==> src/rtl/cnn_pkg.sv <==
// Shared types and constants for the CIFAR-10 classifier pipeline.
package cnn_pkg;

  localparam int unsigned LOGIT_W         = 32;
  localparam int unsigned N_CLASSES_CIFAR = 10;

  localparam logic [31:0] INT32_MIN = 32'h8000_0000;
  localparam logic [31:0] INT32_MAX = 32'h7FFF_FFFF;

  typedef enum logic [2:0] {
    StIdle,
    StWaitUp,
    StScan,
    StFinish,
    StDone
  } classifier_state_t;

endpackage

==> src/rtl/top2_tracker.sv <==
// Running top-2 tracker over a stream of signed values; lower index wins ties in each rank.
module top2_tracker
  import cnn_pkg::*;
#(
  parameter int unsigned DATA_W = LOGIT_W,
  parameter int unsigned IDX_W  = 4
) (
  input  logic              clk,
  input  logic              resetn,
  input  logic              init,
  input  logic              en,
  input  logic [IDX_W-1:0]  idx,
  input  logic [DATA_W-1:0] data,
  output logic [DATA_W-1:0] best,
  output logic [IDX_W-1:0]  best_idx,
  output logic [DATA_W-1:0] second,
  output logic [IDX_W-1:0]  second_idx
);

  localparam logic [DATA_W-1:0] MinVal   = {1'b1, {(DATA_W-1){1'b0}}};
  localparam logic [IDX_W-1:0]  EmptyIdx = '1;

  logic [DATA_W-1:0] best_d, second_d;
  logic [IDX_W-1:0]  best_idx_d, second_idx_d;

  always_comb begin
    best_d       = best;
    best_idx_d   = best_idx;
    second_d     = second;
    second_idx_d = second_idx;
    if (en) begin
      if (init) begin
        best_d       = data;
        best_idx_d   = idx;
        second_d     = MinVal;
        second_idx_d = EmptyIdx;
      end else if ($signed(data) > $signed(best)) begin
        second_d     = best;
        second_idx_d = best_idx;
        best_d       = data;
        best_idx_d   = idx;
      end else if (($signed(data) > $signed(second)) || (second_idx == EmptyIdx)) begin
        // An empty runner-up slot takes any element, even one equal to the minimum.
        second_d     = data;
        second_idx_d = idx;
      end
    end
  end

  always_ff @(posedge clk) begin
    if (!resetn) begin
      best       <= '0;
      best_idx   <= '0;
      second     <= '0;
      second_idx <= '0;
    end else begin
      best       <= best_d;
      best_idx   <= best_idx_d;
      second     <= second_d;
      second_idx <= second_idx_d;
    end
  end

endmodule

==> src/rtl/argmax_top2_classifier.sv <==
// Final classifier stage: triggers the dense layer, scans its logits and holds the top-2 result.
module argmax_top2_classifier
  import cnn_pkg::*;
#(
  parameter int unsigned N_CLASSES = N_CLASSES_CIFAR,
  parameter int unsigned DATA_W    = LOGIT_W,
  parameter int unsigned ADDR_W    = 4
) (
  input  logic              clk,
  input  logic              resetn,
  input  logic              start,
  output logic              up_start,
  input  logic              up_done,
  output logic [ADDR_W-1:0] logit_addr,
  input  logic [DATA_W-1:0] logit_data,
  output logic [ADDR_W-1:0] class_idx,
  output logic [DATA_W-1:0] max_logit,
  output logic [ADDR_W-1:0] second_idx,
  output logic [DATA_W-1:0] margin,
  output logic              busy,
  output logic              done
);

  localparam logic [DATA_W-1:0] MaxVal   = {1'b0, {(DATA_W-1){1'b1}}};
  localparam logic [ADDR_W-1:0] LastAddr = ADDR_W'(N_CLASSES - 1);

  classifier_state_t state_q, state_d;
  logic              up_start_d, busy_d, done_d, load_result;
  logic [ADDR_W-1:0] addr_d;
  logic              trk_en, trk_init;

  logic [DATA_W-1:0] trk_best, trk_second;
  logic [ADDR_W-1:0] trk_best_idx, trk_second_idx;
  logic [DATA_W:0]   diff;
  logic [DATA_W-1:0] margin_d;

  top2_tracker #(
    .DATA_W (DATA_W),
    .IDX_W  (ADDR_W)
  ) u_tracker (
    .clk        (clk),
    .resetn     (resetn),
    .init       (trk_init),
    .en         (trk_en),
    .idx        (logit_addr),
    .data       (logit_data),
    .best       (trk_best),
    .best_idx   (trk_best_idx),
    .second     (trk_second),
    .second_idx (trk_second_idx)
  );

  always_comb begin
    state_d     = state_q;
    up_start_d  = 1'b0;
    done_d      = done;
    addr_d      = logit_addr;
    load_result = 1'b0;
    trk_en      = 1'b0;
    trk_init    = 1'b0;
    case (state_q)
      StIdle, StDone: begin
        if (start) begin
          up_start_d = 1'b1;
          done_d     = 1'b0;
          state_d    = StWaitUp;
        end
      end
      StWaitUp: begin
        if (up_done) begin
          addr_d  = '0;
          state_d = StScan;
        end
      end
      StScan: begin
        trk_en   = 1'b1;
        trk_init = (logit_addr == '0);
        if (logit_addr == LastAddr) begin
          state_d = StFinish;
        end else begin
          addr_d = logit_addr + ADDR_W'(1);
        end
      end
      StFinish: begin
        load_result = 1'b1;
        done_d      = 1'b1;
        state_d     = StDone;
      end
      default: state_d = StIdle;
    endcase
    busy_d = (state_d == StWaitUp) || (state_d == StScan) || (state_d == StFinish);
  end

  // Best >= second, so the widened difference is never negative; only the top end saturates.
  always_comb begin
    diff     = {trk_best[DATA_W-1], trk_best} - {trk_second[DATA_W-1], trk_second};
    margin_d = diff[DATA_W-1:0];
    if (!diff[DATA_W] && diff[DATA_W-1]) begin
      margin_d = MaxVal;
    end
  end

  always_ff @(posedge clk) begin
    if (!resetn) begin
      state_q    <= StIdle;
      up_start   <= 1'b0;
      busy       <= 1'b0;
      done       <= 1'b0;
      logit_addr <= '0;
      class_idx  <= '0;
      max_logit  <= '0;
      second_idx <= '0;
      margin     <= '0;
    end else begin
      state_q    <= state_d;
      up_start   <= up_start_d;
      busy       <= busy_d;
      done       <= done_d;
      logit_addr <= addr_d;
      if (load_result) begin
        class_idx  <= trk_best_idx;
        max_logit  <= trk_best;
        second_idx <= trk_second_idx;
        margin     <= margin_d;
      end
    end
  end

endmodule
==> config.mk <==
export PLATFORM = sky130hd
export DESIGN_NAME = argmax_top2_classifier
export DESIGN_NICKNAME = d
export VERILOG_FILES = /design/src/rtl/cnn_pkg.sv /design/src/rtl/top2_tracker.sv /design/src/rtl/argmax_top2_classifier.sv
export SDC_FILE = /design/constraint.sdc
export NUM_CORES = 1
export LEC_CHECK = 0
export ABC_AREA = 1
export CAP_MARGIN = 20
export CORE_ASPECT_RATIO = 1.2
export CORE_UTILIZATION = 60
export DETAILED_ROUTE_END_ITERATION = 10
export HOLD_SLACK_MARGIN = 0.06
export PLACE_DENSITY = 0.85
export SYNTH_ARGS = -nofsm -noshare
export SYNTH_HDL_FRONTEND = slang
export SYNTH_SLANG_ARGS = --single-unit
==> constraint.sdc <==
create_clock -name clk -period 3.9 [get_ports clk]
set_clock_uncertainty 0.05 [all_clocks]
set_input_delay 0.585 -clock clk [delete_from_list [all_inputs] [get_ports clk]]
set_output_delay 0.585 -clock clk [all_outputs]
set_load 0.01 [all_outputs]
Word-level counts from Yosys, hierarchy flattened. Index checks and enable logic that the tools add are counted.

$add $sub $neg: 2. Magnitude comparators: 2. Eq/ne operators: 12. Mux-type cells: 24. Reductions and logical operators: 17.

Operators by type and width (number): $mux 32 (6); $gt 32x32->1 (2); $sub 32x32->33 (1); $mux 4 (7); $eq 3x2->1 const B (4); $pmux 3 s4 (1); $mux 3 (3); $eq 4x4->1 const B (2); $pmux 4 s2 (1); $reduce_and 2->1 (4); $eq 3x1->1 const B (2); $ne 2x2->1 const B (3); $reduce_bool 2->1 (3); $mux 1 (5); $add 4x1->4 const B (1); $logic_not 4->1 (1); $eq 3x3->1 const B (1); $logic_not 3->1 (1); $logic_or 1x1->1 (3); $reduce_and 3->1 (1); $reduce_bool 3->1 (1); $pmux 1 s2 (1); $reduce_or 2->1 (1); $logic_and 1x1->1 (1); $logic_not 1->1 (1).

Bits in registers: 154. Output and inout port bits: 79. Logic and storage cells: 70.

Depth between registers and ports, before layout.
Depth after elaboration: 6. Gate-level depth with buffers: 22.

Modules after synthesis. A second synthesis with hierarchy kept.

Cells, all modules: 1642. Area, all modules: 10734.0 µm².

By module, submodules not included: top2_tracker (instances 1, cells an instance 847, area each 5416.4 µm², seq. area each 1441.4 µm²); argmax_top2_classifier (instances 1, cells an instance 795, area each 5317.6 µm², seq. area each 1641.6 µm²).

Worst setup path before layout. Ideal clock, no wire load.

Kind: reg2reg. Start point: register u_tracker.best[0]. End point: register margin[21]. Library setup time: 122 ps. Data arrival time: 2273 ps. Data required time: 3728 ps. Setup slack: 1456 ps. Stages on the path, launching flop included: 13. Clock period less this slack: 2444 ps. Cells stage by stage: dfxtp_1 > inv_1 > ha_1 > fa_1 > o21ai_1 > a21oi_1 > o21ai_1 > nand3_1 > nand3_1 > nand2_1 > a21oi_2 > buf_2 > a21oi_1.

Word-level cells in the longest chain between the ends: 4.

Ends and longest elaborated chain: from (decl) (RTL line top2_tracker.sv:14) `output logic [DATA_W-1:0] best,`; from (signal assigned) (RTL line top2_tracker.sv:57) `best <= best_d;`; $sub 32x32->33 * (RTL line argmax_top2_classifier.sv:96) `diff = {trk_best[DATA_W-1], trk_best} - {trk_second[DATA_W-1], trk_second};`; $logic_not 1->1 (RTL line argmax_top2_classifier.sv:98) `if (!diff[DATA_W] && diff[DATA_W-1]) begin`; $logic_and 1x1->1 (RTL line argmax_top2_classifier.sv:98); $mux 32 * (RTL line argmax_top2_classifier.sv:98); to (signal assigned) (RTL line argmax_top2_classifier.sv:124) `margin <= margin_d;`; to (decl) (RTL line argmax_top2_classifier.sv:19) `output logic [DATA_W-1:0] margin,`.

Mark *: on every way between the ends. The rest lies on a longest branch, timed or not. A chain may end at the register's enable or synchronous reset.

Final worst setup path.
Start point: register u_tracker.best[0]. End point: register margin[0].

The elaborated chain is that of the path after synthesis.

==> results.md <==
- Outcome: finished clean
- Worst-margin pin slew: about 660 ps
- CP max FO: 31
- Via-to-Cell Ratio: 5.68
- Die area: around 16000 um^2
- First-pass GRT wire length: 43000 um
- Hold wc startpoint: done
- Number of global-route vias before repair: between 8000 and 9000
- Synth Warn #: 0
- Crit path kind: register to register
- Port Buffers: around 110
- R2R Setup Slk: approximately 560 ps
- Slew margin rel.: a little under three fifths
- WP data required: around 4200 ps
- DRC Markers: 0
- CTS Buffer Depth: 2
- Peak VDD IR: 296 uV
- Total GRT Usage: 33.9%
- Number of distinct library cells after synthesis: 38
- CTS H-tree depth: 4
- DRT iter0 DRCs: 665
- DP HPWL: roughly 19000 um
- Setup TNS: 0 ps
- Synthesized area: between 9000 and 10000 um^2
- Die width: around 120 um
- Reg2reg path depth: 12
- Final Max Tran Viols: 0
- CP Capture Type: register
- Grt ovf: 0
- Final setup vio count: 0
- Period utilisation layout: a little under nine tenths
- Clk root buf: clkbuf_16
- Fin crit period: ~3300 ps
- Clk slew on worst S/H paths: 60 ps
- Maximum number of pins on one net before global-route repair: 74
- Commonest cells after routing, fill and taps aside: nand2_1 (255), a21oi_1 (181), dfxtp_1 (154)
- Proportion of layout cells with a drive suffix above 1: approximately 3.9%
- Num CTS Buffers: 17
- Gpl congestion: 0.896
- Initial Utilization: approximately 62%
- Cts repair resizes: 0
- Synthesized instance count: around 1400
- Drt total wl: 26300 um
- Vias: ~9400
- Total Nets Final: around 1600
- Syn Area/Cell: 6.96 um^2
- WL/cell: 15.9 um
- HP Class: register to register
- PD cells: about 430 nW/um^2
- # rows: between 40 and 50
- Fmax: ~300 MHz
- Hold Fails Final Rpt: 0
- Core area: 15100 um^2
- Reg-to-reg endpoint: margin[0]
- CTS tree: done
- Drt first pass iters: 5
- TritonCTS Sinks: 154
- Area growth syn-to-layout: 19.2%
- Net Count, Synth: between 1000 and 1500
- RR Startpoint: u_tracker.best[0]
- Crit start category: register
- Hold_buf cts: 0
- Chip Height: around 140 um
- Ports: 115
- Clk_lat worst skew: approximately 430 ps
- Commonest non-fill, non-tap cell in the layout: nand2_1
- Hold EP: done
- Post-CTS Setup Bufs: 0
- Lkg Pwr: about 5.0 nW
- Critical path arrival: 3590 ps
- Power Total: 0.00478 W
- Initial antenna violation count: 0
- Worst hold stages: 2
- Sequential fraction of the synthesis area: ~33%
- Max_cap viols: 0
- ANT nets after route: 0
- RSZ-0062 raised after global routing: no
- Inserted Diodes: 0
- Seq cells post-synth: between 150 and 200
report_power, final:
group	total (W)	switching (W)	internal (W)	leakage, nW
clock	0.00168	0.000727	0.000957	0.281
combinational	0.00142	0.000887	0.000535	3.50
sequential	0.00167	0.0000382	0.00163	1.25
total	0.00478	0.00165	0.00313	5.02
how the worst max path moves through the flow:
stage               slack, ps         startpoint                  to  depth (start not counted)
detailed placement        350     logit_data[23]  u_tracker.best[22]                         15
global route              380  u_tracker.best[0]          margin[15]                         12
floorplan                1460  u_tracker.best[0]          margin[21]                         12
CTS                       670  u_tracker.best[0]           margin[0]                         12
global placement          430     logit_data[23]  u_tracker.best[23]                         15
finish                    560  u_tracker.best[0]           margin[0]                         12
logic make-up (layout without fill, tap and decap cells):
kind of cell / after synthesis / after routing / synth area share (%)
AO/OA/AOI/OAI: 343 / 343 / 18.9
AND/OR/NAND/NOR: 518 / 518 / 23.4
buffers and inverters: 210 / 308 / 9.01
XOR/XNOR: 27 / 27 / 2.51
flip-flops: 154 / 154 / 32.8
adder cells (fa/ha/maj): 100 / 100 / 13.4
flip-flops by register name (all words and copies together) (netlist names), 4 cells and up:
| signal | flops |
|---|---|
| margin | 32 |
| max_logit | 32 |
| u_tracker.best | 32 |
| u_tracker.second | 32 |
| class_idx | 4 |
| logit_addr | 4 |
| second_idx | 4 |
| u_tracker.best_idx | 4 |
| u_tracker.second_idx | 4 |
cell type report:
type                    instances  area (um^2)
clock buffers                  17          425
fillers                      1218         3930
repair buffers                126         1240
multi-input cells             988         5480
inverters                     150          563
flip-flops and latches        154         3080
clock inverters                15          166
well taps                     204          255
stage by stage:
step	hold WS, ps	instances	setup slack [ps]	util [%]	area [um^2]
after CTS	426	1654	667	74.0	11200
after detailed placement	417	1622	350	70.1	10600
after floorplan	400	1352	1460	-	9400
after global placement	411	1622	428	70.1	10600
final	430	1654	560	74.0	11200
after global routing	444	1654	384	74.0	11200
critical path, cell delays in order, from the launching register on:
cell and delay, ps:
dfxtp_1 350, inv_1 90, ha_1 240, fa_1 420, o21ai_1 450, a21oi_1 210
o21ai_1 400, nand3_1 170, nand3_1 130, nand2_1 80, a21oi_2 140, buf_4 350
a21oi_1 120
Yosys cell counts, drive strengths merged:
master,number,area (um^2)
nor2,151,567
nor3b,2,20.0
nor3,10,61.3
o211ai,1,7.51
o21bai,4,30.0
a21o,7,52.6
and2,1,6.26
buf,23,141
a21oi,183,923
o21a,5,37.5
nand2,258,986
clkbuf,37,143
o221ai,2,17.5
inv,150,563
ha,99,1240
nand3,46,240
a21boi,1,7.51
nand4,43,269
dfxtp,154,3080
xor2,9,78.8
o311ai,1,8.76
nand3b,4,30.0
fa,1,20.0
o21ai,139,696
xnor2,18,158
nor4,3,18.8
layer usage:
layer  vias to the layer above  GRT usage [%]  share of wire (%)
met2                       418           55.7                 48
met3                        71           8.48                8.7
met4                         0           13.8                3.1
met5                         -              0                  0
li1                       4665              -                  -
met1                      4237           41.8                 41
Power figures use the tool's default switching activity.
